## src/rtl/ssd1306_pkg.sv

```systemverilog
// ---------------------------------------------------------------------------
// ssd1306_pkg
// Shared definitions for the SSD1306 SPI receive front end:
//   - SSD1306 opcode constants handled by the command decoder
//   - command FSM state encoding
//   - GDDRAM addressing-mode encodings
//   - reset value of the contrast register
// ---------------------------------------------------------------------------
package ssd1306_pkg;

    // Fundamental commands
    localparam logic [7:0] OP_DISPLAY_OFF  = 8'hAE;
    localparam logic [7:0] OP_DISPLAY_ON   = 8'hAF;
    localparam logic [7:0] OP_NORMAL       = 8'hA6;
    localparam logic [7:0] OP_INVERT       = 8'hA7;
    localparam logic [7:0] OP_CONTRAST     = 8'h81;

    // Addressing commands
    localparam logic [7:0] OP_ADDR_MODE    = 8'h20;
    localparam logic [7:0] OP_COL_ADDR     = 8'h21;
    localparam logic [7:0] OP_PAGE_ADDR    = 8'h22;

    // Hardware-configuration commands whose single argument is swallowed
    localparam logic [7:0] OP_CLK_DIV      = 8'hD5;
    localparam logic [7:0] OP_MUX_RATIO    = 8'hA8;
    localparam logic [7:0] OP_DISP_OFFSET  = 8'hD3;
    localparam logic [7:0] OP_CHARGE_PUMP  = 8'h8D;
    localparam logic [7:0] OP_COM_PINS     = 8'hDA;
    localparam logic [7:0] OP_PRECHARGE    = 8'hD9;
    localparam logic [7:0] OP_VCOMH        = 8'hDB;

    // Orientation commands (only acted upon when remapping is built in)
    localparam logic [7:0] OP_SEG_REMAP0   = 8'hA0;
    localparam logic [7:0] OP_SEG_REMAP1   = 8'hA1;
    localparam logic [7:0] OP_COM_NORMAL   = 8'hC0;
    localparam logic [7:0] OP_COM_REV      = 8'hC8;

    // Command FSM states
    typedef enum logic [2:0] {
        ST_IDLE   = 3'd0,
        ST_ARG1   = 3'd1,
        ST_COL_S  = 3'd2,
        ST_COL_E  = 3'd3,
        ST_PAGE_S = 3'd4,
        ST_PAGE_E = 3'd5
    } cmd_state_t;

    // Memory addressing modes (value 3 is invalid and never stored)
    localparam logic [1:0] MODE_HORIZ = 2'd0;
    localparam logic [1:0] MODE_VERT  = 2'd1;
    localparam logic [1:0] MODE_PAGE  = 2'd2;

    localparam logic [7:0] CONTRAST_RST = 8'h7F;

    // Opcodes that take one argument byte which this model does not use.
    function automatic logic is_ignored_arg_op(input logic [7:0] op);
        case (op)
            OP_CLK_DIV, OP_MUX_RATIO, OP_DISP_OFFSET, OP_CHARGE_PUMP,
            OP_COM_PINS, OP_PRECHARGE, OP_VCOMH: is_ignored_arg_op = 1'b1;
            default:                             is_ignored_arg_op = 1'b0;
        endcase
    endfunction

endpackage

```

## src/rtl/spi_byte_rx.sv

```systemverilog
// ---------------------------------------------------------------------------
// spi_byte_rx
// Oversampling SPI (mode 0, MSB first) byte receiver. All four raw SPI lines
// pass through SYNC_STAGES-deep synchronisers; MOSI and DC are sampled on the
// synchronised SCL rising edge. While chip select is high the bit counter is
// held at zero so any partial byte is discarded.
//
// Ports:
//   clk_i         oversampling clock (>= 4x SCL)
//   rst_i         asynchronous reset, active low
//   ss_i          raw chip select, active low
//   scl_i         raw SPI clock
//   mosi_i        raw SPI data
//   dc_i          raw data/command select (1 = data)
//   byte_o        last complete byte
//   dc_o          DC level captured with the 8th bit of byte_o
//   byte_valid_o  one-cycle strobe, byte_o/dc_o valid
// ---------------------------------------------------------------------------
module spi_byte_rx #(
    parameter int SYNC_STAGES = 2
) (
    input  logic       clk_i,
    input  logic       rst_i,
    input  logic       ss_i,
    input  logic       scl_i,
    input  logic       mosi_i,
    input  logic       dc_i,
    output logic [7:0] byte_o,
    output logic       dc_o,
    output logic       byte_valid_o
);

    logic [SYNC_STAGES-1:0] ss_sync;
    logic [SYNC_STAGES-1:0] scl_sync;
    logic [SYNC_STAGES-1:0] mosi_sync;
    logic [SYNC_STAGES-1:0] dc_sync;
    logic                   scl_prev;
    logic [6:0]             shift;
    logic [2:0]             bit_cnt;

    logic ss_s;
    logic scl_s;
    logic mosi_s;
    logic dc_s;
    logic scl_rise;

    assign ss_s     = ss_sync[SYNC_STAGES-1];
    assign scl_s    = scl_sync[SYNC_STAGES-1];
    assign mosi_s   = mosi_sync[SYNC_STAGES-1];
    assign dc_s     = dc_sync[SYNC_STAGES-1];
    assign scl_rise = scl_s & ~scl_prev;

    always_ff @(posedge clk_i or negedge rst_i) begin
        if (!rst_i) begin
            // Chip select resets to its inactive (high) level.
            ss_sync      <= '1;
            scl_sync     <= '0;
            mosi_sync    <= '0;
            dc_sync      <= '0;
            scl_prev     <= 1'b0;
            shift        <= '0;
            bit_cnt      <= '0;
            byte_o       <= '0;
            dc_o         <= 1'b0;
            byte_valid_o <= 1'b0;
        end else begin
            ss_sync      <= {ss_sync[SYNC_STAGES-2:0],   ss_i};
            scl_sync     <= {scl_sync[SYNC_STAGES-2:0],  scl_i};
            mosi_sync    <= {mosi_sync[SYNC_STAGES-2:0], mosi_i};
            dc_sync      <= {dc_sync[SYNC_STAGES-2:0],   dc_i};
            scl_prev     <= scl_s;
            byte_valid_o <= 1'b0;

            if (ss_s) begin
                bit_cnt <= '0;
            end else if (scl_rise) begin
                shift <= {shift[5:0], mosi_s};
                // The 3-bit counter wraps to 0 after the 8th bit.
                bit_cnt <= bit_cnt + 3'd1;
                if (bit_cnt == 3'd7) begin
                    byte_o       <= {shift, mosi_s};
                    dc_o         <= dc_s;
                    byte_valid_o <= 1'b1;
                end
            end
        end
    end

endmodule

```

## src/rtl/ssd1306_spi_rx.sv

```systemverilog
// ---------------------------------------------------------------------------
// ssd1306_spi_rx
// Receive-side front end of the SSD1306 emulation. Turns the MCU's raw OLED
// SPI lines into GDDRAM write strobes and display-control registers.
//
// Optional build macro: SSD1306_SPI_RX_REMAP_EN adds seg_remap_o / com_rev_o
// driven by 0xA0/0xA1 and 0xC0/0xC8; without it those opcodes are no-ops.
//
// Ports:
//   clk_i         oversampling clock (>= 4x SCL)
//   rst_i         asynchronous reset, active low
//   ss_i          raw chip select, active low
//   scl_i         raw SPI clock
//   mosi_i        raw SPI data
//   dc_i          raw data/command select (1 = data)
//   vram_addr_o   GDDRAM address, page*X_OLED_SIZE + column
//   vram_data_o   GDDRAM byte
//   vram_we_o     one-cycle write strobe
//   display_on_o  0xAE/0xAF state
//   invert_o      0xA6/0xA7 state
//   contrast_o    0x81 argument
//   addr_mode_o   0 horizontal, 1 vertical, 2 page
//   seg_remap_o   (remap build only) 0xA0/0xA1 state
//   com_rev_o     (remap build only) 0xC0/0xC8 state
// ---------------------------------------------------------------------------
module ssd1306_spi_rx
    import ssd1306_pkg::*;
#(
    parameter int X_OLED_SIZE = 128,
    parameter int Y_OLED_SIZE = 64,
    parameter int SYNC_STAGES = 2
) (
    input  logic                                      clk_i,
    input  logic                                      rst_i,
    input  logic                                      ss_i,
    input  logic                                      scl_i,
    input  logic                                      mosi_i,
    input  logic                                      dc_i,
    output logic [$clog2(X_OLED_SIZE*Y_OLED_SIZE/8)-1:0] vram_addr_o,
    output logic [7:0]                                vram_data_o,
    output logic                                      vram_we_o,
    output logic                                      display_on_o,
    output logic                                      invert_o,
    output logic [7:0]                                contrast_o,
    output logic [1:0]                                addr_mode_o
`ifdef SSD1306_SPI_RX_REMAP_EN
    ,
    output logic                                      seg_remap_o,
    output logic                                      com_rev_o
`endif
);

    localparam int PAGES = Y_OLED_SIZE / 8;
    localparam int AW    = $clog2(X_OLED_SIZE * Y_OLED_SIZE / 8);
    localparam int CW    = $clog2(X_OLED_SIZE);
    localparam int PW    = (PAGES > 1) ? $clog2(PAGES) : 1;

    logic [7:0] rx_byte;
    logic       rx_dc;
    logic       rx_valid;

    cmd_state_t    state;
    logic [7:0]    arg_op;      // opcode awaiting its argument in ST_ARG1
    logic [CW-1:0] col_start;
    logic [CW-1:0] col_end;
    logic [PW-1:0] page_start;
    logic [PW-1:0] page_end;
    logic [CW-1:0] col;
    logic [PW-1:0] page;

    function automatic logic [AW-1:0] gddram_addr(input logic [PW-1:0] p,
                                                  input logic [CW-1:0] c);
        return AW'(p) * AW'(X_OLED_SIZE) + AW'(c);
    endfunction

    spi_byte_rx #(
        .SYNC_STAGES (SYNC_STAGES)
    ) u_byte_rx (
        .clk_i        (clk_i),
        .rst_i        (rst_i),
        .ss_i         (ss_i),
        .scl_i        (scl_i),
        .mosi_i       (mosi_i),
        .dc_i         (dc_i),
        .byte_o       (rx_byte),
        .dc_o         (rx_dc),
        .byte_valid_o (rx_valid)
    );

    always_ff @(posedge clk_i or negedge rst_i) begin
        if (!rst_i) begin
            vram_addr_o  <= '0;
            vram_data_o  <= '0;
            vram_we_o    <= 1'b0;
            display_on_o <= 1'b0;
            invert_o     <= 1'b0;
            contrast_o   <= CONTRAST_RST;
            addr_mode_o  <= MODE_PAGE;
`ifdef SSD1306_SPI_RX_REMAP_EN
            seg_remap_o  <= 1'b0;
            com_rev_o    <= 1'b0;
`endif
            state        <= ST_IDLE;
            arg_op       <= '0;
            col_start    <= '0;
            col_end      <= CW'(X_OLED_SIZE - 1);
            page_start   <= '0;
            page_end     <= PW'(PAGES - 1);
            col          <= '0;
            page         <= '0;
        end else begin
            vram_we_o <= 1'b0;

            if (rx_valid && rx_dc) begin
                // GDDRAM data: write at the current pointer, then advance.
                // A pending argument is abandoned.
                vram_addr_o <= gddram_addr(page, col);
                vram_data_o <= rx_byte;
                vram_we_o   <= 1'b1;
                state       <= ST_IDLE;

                if (addr_mode_o == MODE_HORIZ) begin
                    if (col == col_end) begin
                        col  <= col_start;
                        page <= (page == page_end) ? page_start : page + PW'(1);
                    end else begin
                        col <= col + CW'(1);
                    end
                end else if (addr_mode_o == MODE_VERT) begin
                    if (page == page_end) begin
                        page <= page_start;
                        col  <= (col == col_end) ? col_start : col + CW'(1);
                    end else begin
                        page <= page + PW'(1);
                    end
                end else begin
                    col <= (col == col_end) ? col_start : col + CW'(1);
                end
            end else if (rx_valid) begin
                case (state)
                    ST_IDLE: begin
                        if (rx_byte[7:4] == 4'h0) begin
                            col <= (col & ~CW'(4'hF)) | CW'(rx_byte[3:0]);
                        end else if (rx_byte[7:4] == 4'h1) begin
                            // High nibble is clipped to the column width.
                            col <= CW'({rx_byte[3:0], col[3:0]});
                        end else if (rx_byte[7:3] == 5'b10110) begin
                            page <= PW'(rx_byte[2:0]);
                        end else begin
                            case (rx_byte)
                                OP_DISPLAY_OFF: display_on_o <= 1'b0;
                                OP_DISPLAY_ON:  display_on_o <= 1'b1;
                                OP_NORMAL:      invert_o     <= 1'b0;
                                OP_INVERT:      invert_o     <= 1'b1;
                                OP_COL_ADDR:    state        <= ST_COL_S;
                                OP_PAGE_ADDR:   state        <= ST_PAGE_S;
`ifdef SSD1306_SPI_RX_REMAP_EN
                                OP_SEG_REMAP0:  seg_remap_o  <= 1'b0;
                                OP_SEG_REMAP1:  seg_remap_o  <= 1'b1;
                                OP_COM_NORMAL:  com_rev_o    <= 1'b0;
                                OP_COM_REV:     com_rev_o    <= 1'b1;
`endif
                                default: begin
                                    if (rx_byte == OP_CONTRAST ||
                                        rx_byte == OP_ADDR_MODE ||
                                        is_ignored_arg_op(rx_byte)) begin
                                        arg_op <= rx_byte;
                                        state  <= ST_ARG1;
                                    end
                                end
                            endcase
                        end
                    end
                    ST_ARG1: begin
                        if (arg_op == OP_CONTRAST) begin
                            contrast_o <= rx_byte;
                        end else if (arg_op == OP_ADDR_MODE &&
                                     rx_byte[1:0] != 2'd3) begin
                            addr_mode_o <= rx_byte[1:0];
                        end
                        state <= ST_IDLE;
                    end
                    ST_COL_S: begin
                        col_start <= CW'(rx_byte);
                        state     <= ST_COL_E;
                    end
                    ST_COL_E: begin
                        col_end <= CW'(rx_byte);
                        col     <= col_start;
                        state   <= ST_IDLE;
                    end
                    ST_PAGE_S: begin
                        page_start <= PW'(rx_byte);
                        state      <= ST_PAGE_E;
                    end
                    ST_PAGE_E: begin
                        page_end <= PW'(rx_byte);
                        page     <= page_start;
                        state    <= ST_IDLE;
                    end
                    default: state <= ST_IDLE;
                endcase
            end
        end
    end

endmodule

```

## config.mk

```make
export PLATFORM = sky130hd
export DESIGN_NAME = ssd1306_spi_rx
export DESIGN_NICKNAME = d
export VERILOG_FILES = /design/src/rtl/ssd1306_pkg.sv /design/src/rtl/spi_byte_rx.sv /design/src/rtl/ssd1306_spi_rx.sv
export SDC_FILE = /design/constraint.sdc
export NUM_CORES = 1
export LEC_CHECK = 0
export CAP_MARGIN = 20
export CORE_UTILIZATION = 25
export DETAILED_ROUTE_END_ITERATION = 10
export PLACE_DENSITY_LB_ADDON = 0.08
export SETUP_SLACK_MARGIN = 0.4
export SYNTH_ARGS = -nofsm -noshare
export SYNTH_HDL_FRONTEND = slang
export SYNTH_HIERARCHICAL = 1
export SYNTH_SLANG_ARGS = --single-unit
```

## constraint.sdc

```tcl
create_clock -name clk_i -period 1.9 [get_ports clk_i]
set_clock_uncertainty 0.05 [all_clocks]
set_input_delay 0.19 -clock clk_i [delete_from_list [all_inputs] [get_ports clk_i]]
set_output_delay 0.19 -clock clk_i [all_outputs]
set_load 0.01 [all_outputs]
```

# Word level (Yosys, flattened, before mapping)
# Cells that the tools add are included.
dict set report classes {
  div 0
  bitwise_logic 10
  magnitude_cmp 0
  mux 43
  reduce_logical 31
  n_addsub 4
  shifts 0
  mul 0
  eq_ne 40
}
# cell count
set ops {}
lappend ops {{equality test 8 bit, second input constant} 13}
lappend ops {{two-way mux 7 bit} 8}
lappend ops {{two-way mux 3 bit} 17}
lappend ops {{equality test 8 x 6 -> 1 bit, second input constant} 4}
lappend ops {{AND reduction 7 bit} 3}
lappend ops {{!= test 3 bit, second input constant} 6}
lappend ops {{case mux 3 bit (3 select lines)} 2}
lappend ops {{AND reduction 3 bit} 5}
lappend ops {{case mux 7 bit (2 select lines)} 1}
lappend ops {{two-way mux 1 bit} 12}
lappend ops {{AND reduction 4 bit} 3}
lappend ops {{adder 10 x 7 -> 10 bit} 1}
lappend ops {{equality test 3 bit, second input constant} 3}
lappend ops {{NOT 1 bit} 8}
lappend ops {{AND reduction 8 bit} 1}
lappend ops {{nonzero test 2 bit} 4}
lappend ops {{adder 7 x 1 -> 7 bit, second input constant} 1}
lappend ops {{equality test 7 bit} 1}
lappend ops {{bitwise OR 7 x 4 -> 7 bit} 1}
lappend ops {{OR reduction 7 bit} 1}
lappend ops {{adder 3 x 1 -> 3 bit, second input constant} 2}
lappend ops {{equality test 3 x 2 -> 1 bit, second input constant} 2}
lappend ops {{case mux 3 bit (2 select lines)} 1}
lappend ops {{AND reduction 6 bit} 1}
lappend ops {{other kinds (23)} 27}
dict set report totals {
  ram_bits 0
  n_memories 0
  reg_bits 101
  latch_bits 0
  romBits 0
  wordCells 154
}

# Logic depth before layout (Yosys ltp)
# Gate-level depths: netlist of the first run.
dict set report logic_depth {
  ltp_word 19
  ltp_mapped 8
}

# Hierarchy
# The synthesis of the first run kept the hierarchy.
# mod area_per_inst_um2 cells_each n_inst seq_area_each_um2
set by_module_without_submodules {}
lappend by_module_without_submodules {ssd1306_spi_rx 3843.7 369 1 1824.2}
lappend by_module_without_submodules {spi_byte_rx 1061.0 57 1 728.2}

# Least setup slack after synthesis of the first run
# OpenSTA, ideal clock, no wires.
dict set report synth_timing {
  path_kind {flip-flop to flip-flop}
  start {register u_byte_rx.byte_o[4]}
  end {register arg_op[0]}
  n_path_buf 1
  period_less_slack_ps 1977
  arrival_time_ps 1803
  path_slack_ps -77
  required_time_ps 1725
  setup_time_ps 125
  path_stages_with_launch 7
  path_cell_list {dfrtp_1 > buf_6 > or4b_4 > nor3_2 > nand2b_1 > nand4_4 > mux2_2}
}
dict set report synth_via {
  elab_chain_cells 12
  elab_cells_between_ends 35
}
# item line
set synth_lines {}
lappend synth_lines {{from (decl)} spi_byte_rx.sv:28} ;# output logic [7:0] byte_o,
lappend synth_lines {{from (signal assigned)} spi_byte_rx.sv:81} ;# byte_o <= {shift, mosi_s};
lappend synth_lines {{equality test 8 bit} ssd1306_pkg.sv:57} ;# case (op)
lappend synth_lines {{OR reduction 7 bit} ssd1306_pkg.sv:57}
lappend synth_lines {{two-way mux 1 bit} ssd1306_pkg.sv:57}
lappend synth_lines {{two-way mux 1 bit} ssd1306_spi_rx.sv:150} ;# case (rx_byte)
lappend synth_lines {{two-way mux 1 bit} ssd1306_spi_rx.sv:147} ;# end else if (rx_byte[7:3] == 5'b10110) begin
lappend synth_lines {{two-way mux 1 bit} ssd1306_spi_rx.sv:144} ;# end else if (rx_byte[7:4] == 4'h1) begin
lappend synth_lines {{two-way mux 1 bit} ssd1306_spi_rx.sv:142} ;# if (rx_byte[7:4] == 4'h0) begin
lappend synth_lines {{two-way mux 1 bit} ssd1306_spi_rx.sv:140} ;# case (state)
lappend synth_lines {{two-way mux 1 bit} ssd1306_spi_rx.sv:139} ;# end else if (rx_valid) begin
lappend synth_lines {{two-way mux 1 bit} ssd1306_spi_rx.sv:114} ;# if (rx_valid && rx_dc) begin
lappend synth_lines {{logical OR 1 bit} ssd1306_spi_rx.sv:165} ;# rx_byte == OP_ADDR_MODE ||
lappend synth_lines {{AND reduction 8 bit (no source line) *} n/a}
lappend synth_lines {{to (signal assigned)} ssd1306_spi_rx.sv:167} ;# arg_op <= rx_byte;
lappend synth_lines {{to (decl)} ssd1306_spi_rx.sv:63} ;# logic [7:0] arg_op;
# Every way passes the cells marked *; elsewhere a longest branch is shown, timed or not. The select of a mux whose other input is x is not followed.
# A chain may end at the register's enable or synchronous reset.

# Final worst setup path of the first run
dict set report layout_timing {
  start {register u_byte_rx.byte_o[3]}
  end {register arg_op[0]}
}
# Same word-level chain as after synthesis.

==> results of run 1 <==
[cell families (layout without fill, tap and decap cells)]
kind of cell,after synthesis,after routing,share of synthesized area [%]
AO/OA/AOI/OAI,55,55,8.062
flip-flops,101,101,52.04
AND/OR/NAND/NOR,147,148,16.76
multiplexers,60,60,14.29
adder cells (fa/ha/maj),5,5,1.225
buffers and inverters,38,183,4.056
XOR/XNOR,20,20,3.571
[final cells by class]
class | count | share of cell area (%)
clock buffers | 9 | 3.099
clock inverters | 7 | 1.067
inverters | 12 | 0.6542
multi-input cells | 288 | 36.37
flip-flops and latches | 101 | 35.29
well taps | 260 | 4.476
repair buffers | 155 | 19.04
[cell usage in the layout (no fill, tap or decap), types with 3 or more instances in the layout]
cell type         n
a21oi_1           7
a31oi_1           3
a32o_1            3
buf_12            5
buf_4            94
buf_6            19
clkbuf_16         9
clkdlybuf4s50_1   5
dfrtp_1          71
dfrtp_2          10
dfstp_2          20
dlygate4sd2_1    23
dlymetal6s2s_1    7
ha_1              3
inv_1            10
inv_6             4
mux2_2           16
mux2_4           37
mux2i_1           7
nand2_1          62
nand2b_1          4
nand3_1           8
nand3_2           4
nand4_1           4
nor2_1           14
nor2_4            3
nor2b_1           4
nor4_4            3
o21ai_0           9
o21ai_1           5
or3_1             6
xnor2_1          13
[where the power goes]
| group | total (W) | internal (W) | switching [W] |
|---|---|---|---|
| Combinational | 0.000144 | 0.0000759 | 0.0000677 |
| Clock | 0.00193 | 0.00104 | 0.000889 |
| Sequential | 0.00228 | 0.00222 | 0.0000521 |
| Total | 0.00435 | 0.00334 | 0.00101 |
[metal layers]
metal / routed length [um] / share of wire (%)
met1: 6347 / 47
met2: 6645 / 49
met3: 360 / 2.6
met4: 243 / 1.8
met5: 0 / 0
[sequential cells by signal (all words and copies together) (netlist names), 2 cells and up]
register             cells
vram_addr_o             10
u_byte_rx/ss_sync        2
col                      7
vram_data_o              8
u_byte_rx/bit_cnt        3
u_byte_rx/mosi_sync      2
page                     3
col_start                7
u_byte_rx/shift          7
addr_mode_o              2
col_end                  7
arg_op                   8
u_byte_rx/scl_sync       2
state                    3
page_start               3
u_byte_rx/dc_sync        2
contrast_o               8
u_byte_rx/byte_o         8
page_end                 3
[worst reg2reg max path: stages (launching register included)]
cell      delay (ps)
dfrtp_2          440
or4b_4           560
nand2b_4         170
nand4_4           70
nand4_4          190
mux2_4           340
[timing repair]
action | 4_1_cts | 5_1_grt
pin swaps | 15 | 17
endpoints found under the setup margin | 74 | 69
cloned | 1 | 1
endpoints found under the hold margin | 21 | 0
hold buffers | 1 | 0
resized for setup | 87 | 47
setup buffers | 20 | 12
[worst max path at each step]
stage / from / to / depth (start not counted)
floorplan: u_byte_rx/byte_o[4] / arg_op[0] / 6
global placement: state[2] / page[1] / 5
detailed placement: state[2] / page[0] / 5
CTS: u_byte_rx/byte_o[3] / arg_op[0] / 5
global route: u_byte_rx/byte_o[5] / arg_op[3] / 6
finish: u_byte_rx/byte_o[3] / arg_op[0] / 5
[per-stage QoR]
step | hold slack, ps | setup slack, ps | setup TNS [ps] | utilization (%) | instance area, sq um
after global routing | 179.5 | -116.7 | -1447 | 38.34 | 7268
after global placement | 163.5 | -144.9 | -842.7 | 33.06 | 6266
after floorplan | -155.6 | -10.65 | -10.65 | - | 5109
after detailed placement | 162.1 | -215.4 | -1235 | 33.06 | 6266
final | 178.5 | -45.18 | -212.2 | 38.34 | 7268
after CTS | 156.5 | -81.67 | -566.8 | 36.87 | 6989
==> reports/qor.txt, run 1 <==
DRC Markers -> 0
worst-skew pair later-pin latency -> 360 ps
final hold violations -> 0
layout cell share with drive strength beyond 1 -> 48.60%
num rows -> 50
PD cells -> 598.3 nW/um^2
clock sink total -> 101
most common cell in the netlist -> dfrtp_1
DR iter-0 viols -> 141
Slew @ Worst Pin -> 539.6 ps
CTS tree -> yes
die width -> 142.1 um
Yosys reg bits -> 101
Initial Util -> 25.87%
EDFF count, synth -> 0
gr busiest metal -> met2
Post-DRT Antenna Nets -> 0
initial antenna violation count -> 0
cell count after synthesis -> 426
RSZ-0062 raised after global routing -> true
Crit Path Max Fanout -> 8
worst r2r path cells -> 5
diode count -> 0
M2 GR Usage -> 24.30%
WHS Path Cells -> 1
clk root buf -> clkbuf_16
synth-to-layout area growth -> 48.19%
CP bufs+invs -> 0
grt met1 use -> 18.58%
WL final -> 13600 um
Syn Std Cell Area -> 4905 sq um
register area -> 2565 sq um
DRT Pass-1 Iters -> 4
max cap viols -> 0
Bufs on Longest Clock Path -> 2
Syn Nets -> 436
slowest CP cell -> or4b_4
H-tree Lvls -> 3
leakage -> 3.470 nW
total track usage -> 14.51%
status -> finished, violations left
end of the worst register-to-register path -> arg_op[0]
IO Pins -> 37
# fillers -> 1884
final setup fails -> 10
Core Area -> 18960 sq um
placed instance count -> 781
Wirelength per Cell -> 16.34 um
Seq/Total Area, Yosys -> 52.04%
final worst path period need -> 1945 ps
die area -> 20180 sq um
startpoint types -> register
Post-synth top cells -> dfrtp_1, nand2_1, mux2_2
fraction of registers with async set/reset -> 100.0%
Placer Congestion -> 0.7479
Power Total -> 0.004348 W
area occupied by multi-input gates -> 2644 sq um
VDD IR-drop max -> 0.4333 mV
cell taking the most area after synthesis -> dfrtp_1
crit-path max cell delay -> 560 ps
I/O Buffers -> 36
Post-Syn Area per Cell -> 11.51 sq um
Slew HR -> 64.03%
die height -> 142.1 um
CTS buffer count -> 9
Synth top area share -> 41.33%
nets@finish -> 577
failing checks -> negative setup slack
GR Util met3 -> 2.995%
Worst EP arrival -> 2140 ps
grt total ovfl -> 0
vias in the first global route -> 4005
Critical Path RT -> 2100 ps
HP Start -> ss_i
reg2reg start -> u_byte_rx/byte_o[3]
CP top delay family -> simple AND/OR/NAND/NOR gates
first-pass GRT wire length -> 22100 um
fin crit share -> 102.4%
largest net degree at the start of global routing -> 39
routed vias -> 3734
crit end category -> register
final worst slack -> -45.18 ps
Yosys Warn Count -> 6
Via-to-Cell Ratio -> 4.488
FF-to-FF setup slack -> -50 ps
HPWL Detailed -> 9208 um
Finished Layout Cells -> 832
Synth area leaders -> dfrtp_1, dfstp_2, mux2_2
Hold Path Class -> in -> reg
clock-pin slew on the worst setup and hold paths -> 80 ps
max-slew violations -> 0
highest clock rate -> 514.1 MHz
CP most frequent cell -> nand4_4
WS Path Type -> reg -> reg
count of different cell masters after synthesis -> 67
Hold Path End -> u_byte_rx/ss_sync[0]
top_reg_cell synth -> dfrtp_1
cell-by-cell trace of the critical path -> or4b_4 -> nand2b_4 -> nand4_4 -> nand4_4 -> mux2_4
No activity file was read; power rests on OpenSTA's default activity.
==> inputs of run 2 (changes only) <==
--- a/config.mk
+++ b/config.mk
@@ -6,9 +6,10 @@
 export NUM_CORES = 1
 export LEC_CHECK = 0
 export CAP_MARGIN = 20
+export CORE_MARGIN = 8
 export CORE_UTILIZATION = 25
 export DETAILED_ROUTE_END_ITERATION = 10
-export PLACE_DENSITY_LB_ADDON = 0.08
+export DONT_BUFFER_PORTS = 1
 export SETUP_SLACK_MARGIN = 0.4
 export SYNTH_ARGS = -nofsm -noshare
 export SYNTH_HDL_FRONTEND = slang
==> run 2 against run 1 <==
Compared with the run above:
- the flow finishes with violations (negative hold slack, negative setup slack)
- sequential share of layout area grew 2.8 points
- hold slack lost 700 ps
- global-route usage shrank 4.1 points
- via count shrank 5.2%
- total power shrank 4.2%
- clock power shrank 6%
- design area shrank 7.3%
==> reports/qor.txt, run 2 (synthesis results as in run 1) <==
die area -> 24360 sq um (was 20180 sq um)
RSZ-0062 raised after global routing -> true (unchanged)
IO Pins -> 37 (unchanged)
synth-to-layout area growth -> 37.32% (was 48.19%)
first-pass GRT wire length -> 20060 um (was 22100 um)
end of the worst register-to-register path -> state[0] (was arg_op[0])
layout cell share with drive strength beyond 1 -> 49.22% (was 48.60%)
nets@finish -> 519 (was 577)
Crit path depth -> 6 (was 5)
status -> finished, violations left (unchanged)
crit path capture -> state[0] (was arg_op[0])
CP bufs+invs -> 1 (was 0)
most common cell after layout, fill and taps aside -> buf_4 (unchanged)
final worst slack -> -79.07 ps (was -45.18 ps)
highest clock rate -> 505.3 MHz (was 514.1 MHz)
Worst EP arrival -> 2150 ps (was 2140 ps)
Initial Util -> 25.37% (was 25.87%)
crit path from -> u_byte_rx/byte_o[3] (unchanged)
Final Core Density -> 34.83% (was 38.34%)
initial antenna violation count -> 0 (unchanged)
final worst path period need -> 1979 ps (was 1945 ps)
reg2reg start -> u_byte_rx/byte_o[3] (unchanged)
Post-DRT Antenna Nets -> 0 (unchanged)
Hold Path Class -> in -> async (was in -> reg)
Seq pwr share -> 54.6% (was 52.4%)
max FFs per register -> 10 (unchanged)
worst-skew pair later-pin latency -> 350 ps (was 360 ps)
# fillers -> 1851 (was 1884)
DRC Markers -> 0 (unchanged)
final hold violations -> 101 (was 0)
DR iter-0 viols -> 131 (was 141)
worst r2r path cells -> 6 (was 5)
largest net degree at the start of global routing -> 102 (was 39)
FF-to-FF setup slack -> -80 ps (was -50 ps)
post-route setup TNS -> -417.9 ps (was -212.2 ps)
Hold Buf Count CTS -> 4 (was 1)
CP top delay family -> compound AO/OA/AOI/OAI gates (was simple AND/OR/NAND/NOR gates)
Crit Path Max Fanout -> 6 (was 8)
Bufs on Longest Clock Path -> 2 (unchanged)
die height -> 156.1 um (was 142.1 um)
Fin Hold WS -> -519.5 ps (was 178.5 ps)
HPWL Detailed -> 8374 um (was 9208 um)
PD cells -> 618.4 nW/um^2 (was 598.3 nW/um^2)
Slew @ Worst Pin -> 383.4 ps (was 539.6 ps)
clock share of power -> 43.4% (was 44.3%)
Comb pwr share -> 2.0% (was 3.3%)
Slew HR -> 74.44% (was 64.03%)
leakage -> 2.976 nW (was 3.470 nW)
Sw Ratio -> 20.49% (was 23.19%)
total track usage -> 10.45% (was 14.51%)
crit end category -> register (unchanged)
max-slew violations -> 0 (unchanged)
final setup fails -> 9 (was 10)
Critical Path RT -> 2070 ps (was 2100 ps)
clock sink total -> 101 (unchanged)
WS Path Type -> reg -> reg (unchanged)
startpoint types -> register (unchanged)
grt total ovfl -> 0 (unchanged)
Power Internal -> 0.003312 W (was 0.003340 W)
fin area -> 6735 sq um (was 7268 sq um)
I/O Buffers -> 0 (was 36)
cell-by-cell trace of the critical path -> or4b_4 -> buf_4 -> o41ai_4 -> o21ai_1 -> o2111ai_1 -> a21oi_1 (was or4b_4 -> nand2b_4 -> nand4_4 -> nand4_4 -> mux2_4)
fin crit share -> 104.2% (was 102.4%)
failing checks -> negative hold slack, negative setup slack (was negative setup slack)
VDD IR-drop max -> 0.4184 mV (was 0.4333 mV)
diode count -> 0 (unchanged)
most frequent cells in the layout -> buf_4, dfrtp_1, nand2_1 (unchanged)
CTS buffer count -> 9 (unchanged)
max cap viols -> 0 (unchanged)
H-tree Lvls -> 3 (unchanged)
crit-path max cell delay -> 570 ps (was 560 ps)
DRT Pass-1 Iters -> 4 (unchanged)
CTS tree -> yes (unchanged)
switching power total -> 0.0008535 W (was 0.001008 W)
Via-to-Cell Ratio -> 4.543 (was 4.488)
die width -> 156.1 um (was 142.1 um)
WL final -> 12320 um (was 13600 um)
clk root buf -> clkbuf_16 (unchanged)
Core Area -> 19330 sq um (was 18960 sq um)
slowest CP cell -> or4b_4 (unchanged)
Wirelength per Cell -> 15.82 um (was 16.34 um)
Biggest register -> vram_addr_o (unchanged)
area post-placement -> 5747 sq um (was 6266 sq um)
clock-pin slew on the worst setup and hold paths -> 70 ps (was 80 ps)
routed vias -> 3539 (was 3734)
Placer Congestion -> 0.8767 (was 0.7479)
num rows -> 51 (was 50)
vias in the first global route -> 3781 (was 4005)
[run 2: worst min path at each step]
| stage | end | slack (ps) | cells past startpoint |
|---|---|---|---|
| after CTS | u_byte_rx/scl_sync[0] | -530 | 0 |
| after floorplan | addr_mode_o[0] | -160 | 0 |
| final | u_byte_rx/mosi_sync[0] | -520 | 0 |
| after global placement | u_byte_rx/scl_sync[0] | -150 | 0 |
| after detailed placement | u_byte_rx/scl_sync[0] | -150 | 0 |
| after global routing | u_byte_rx/dc_sync[0] | -540 | 0 |
[run 2: per-stage QoR]
step | hold WS, ps | setup slack, ps | total power (W) | std cells
3_3_place_gp | -151.2 | -41.06 | 0.002386 | 731
2_1_floorplan | -155.6 | -10.65 | 0.002368 | 426
4_1_cts | -534.6 | -48.17 | 0.004234 | 776
5_1_grt | -543.5 | -120.7 | 0.004325 | 779
6_report | -519.5 | -79.07 | 0.004165 | 779
3_5_place_dp | -152.1 | -103.7 | 0.002391 | 731
[run 2: power by group through the flow]
stage	combinational, W	clock, W	sequential (W)
3_5_place_dp	0.0000779	0	0.00231
5_1_grt	0.0000921	0.00195	0.00228
4_1_cts	0.0000860	0.00188	0.00227
6_report	0.0000840	0.00181	0.00227
3_3_place_gp	0.0000738	0	0.00231
2_1_floorplan	0.0000689	0	0.00230
[run 2: repair_timing]
action	CTS	global route
hold endpoints to repair	105	101
buffers inserted	25	2
setup endpoints to repair	53	56
gates cloned	0	1
pin swaps	22	12
resized for setup	62	27
[run 2: area by class of cell]
cell class                 instances  area (sq um)  share of cell area (%)
clock buffer                      11         232.7                   3.455
clock inverter                     5         61.31                  0.9103
multi-input combinational        288          2661                   39.51
inverter                          12         45.04                  0.6688
sequential                       101          2564                   38.06
tap                              265         331.6                   4.923
timing repair buffer              97         839.6                   12.47
[run 2: routing by layer]
layer	vias up	part of all wire (%)	GRT usage, %	wire [um]
li1	1677	-	-	-
met1	1772	42	12.08	5134
met2	76	52	17.79	6354
met3	14	5.0	3.158	617
met4	0	1.7	4.067	214
met5	-	0	0	0
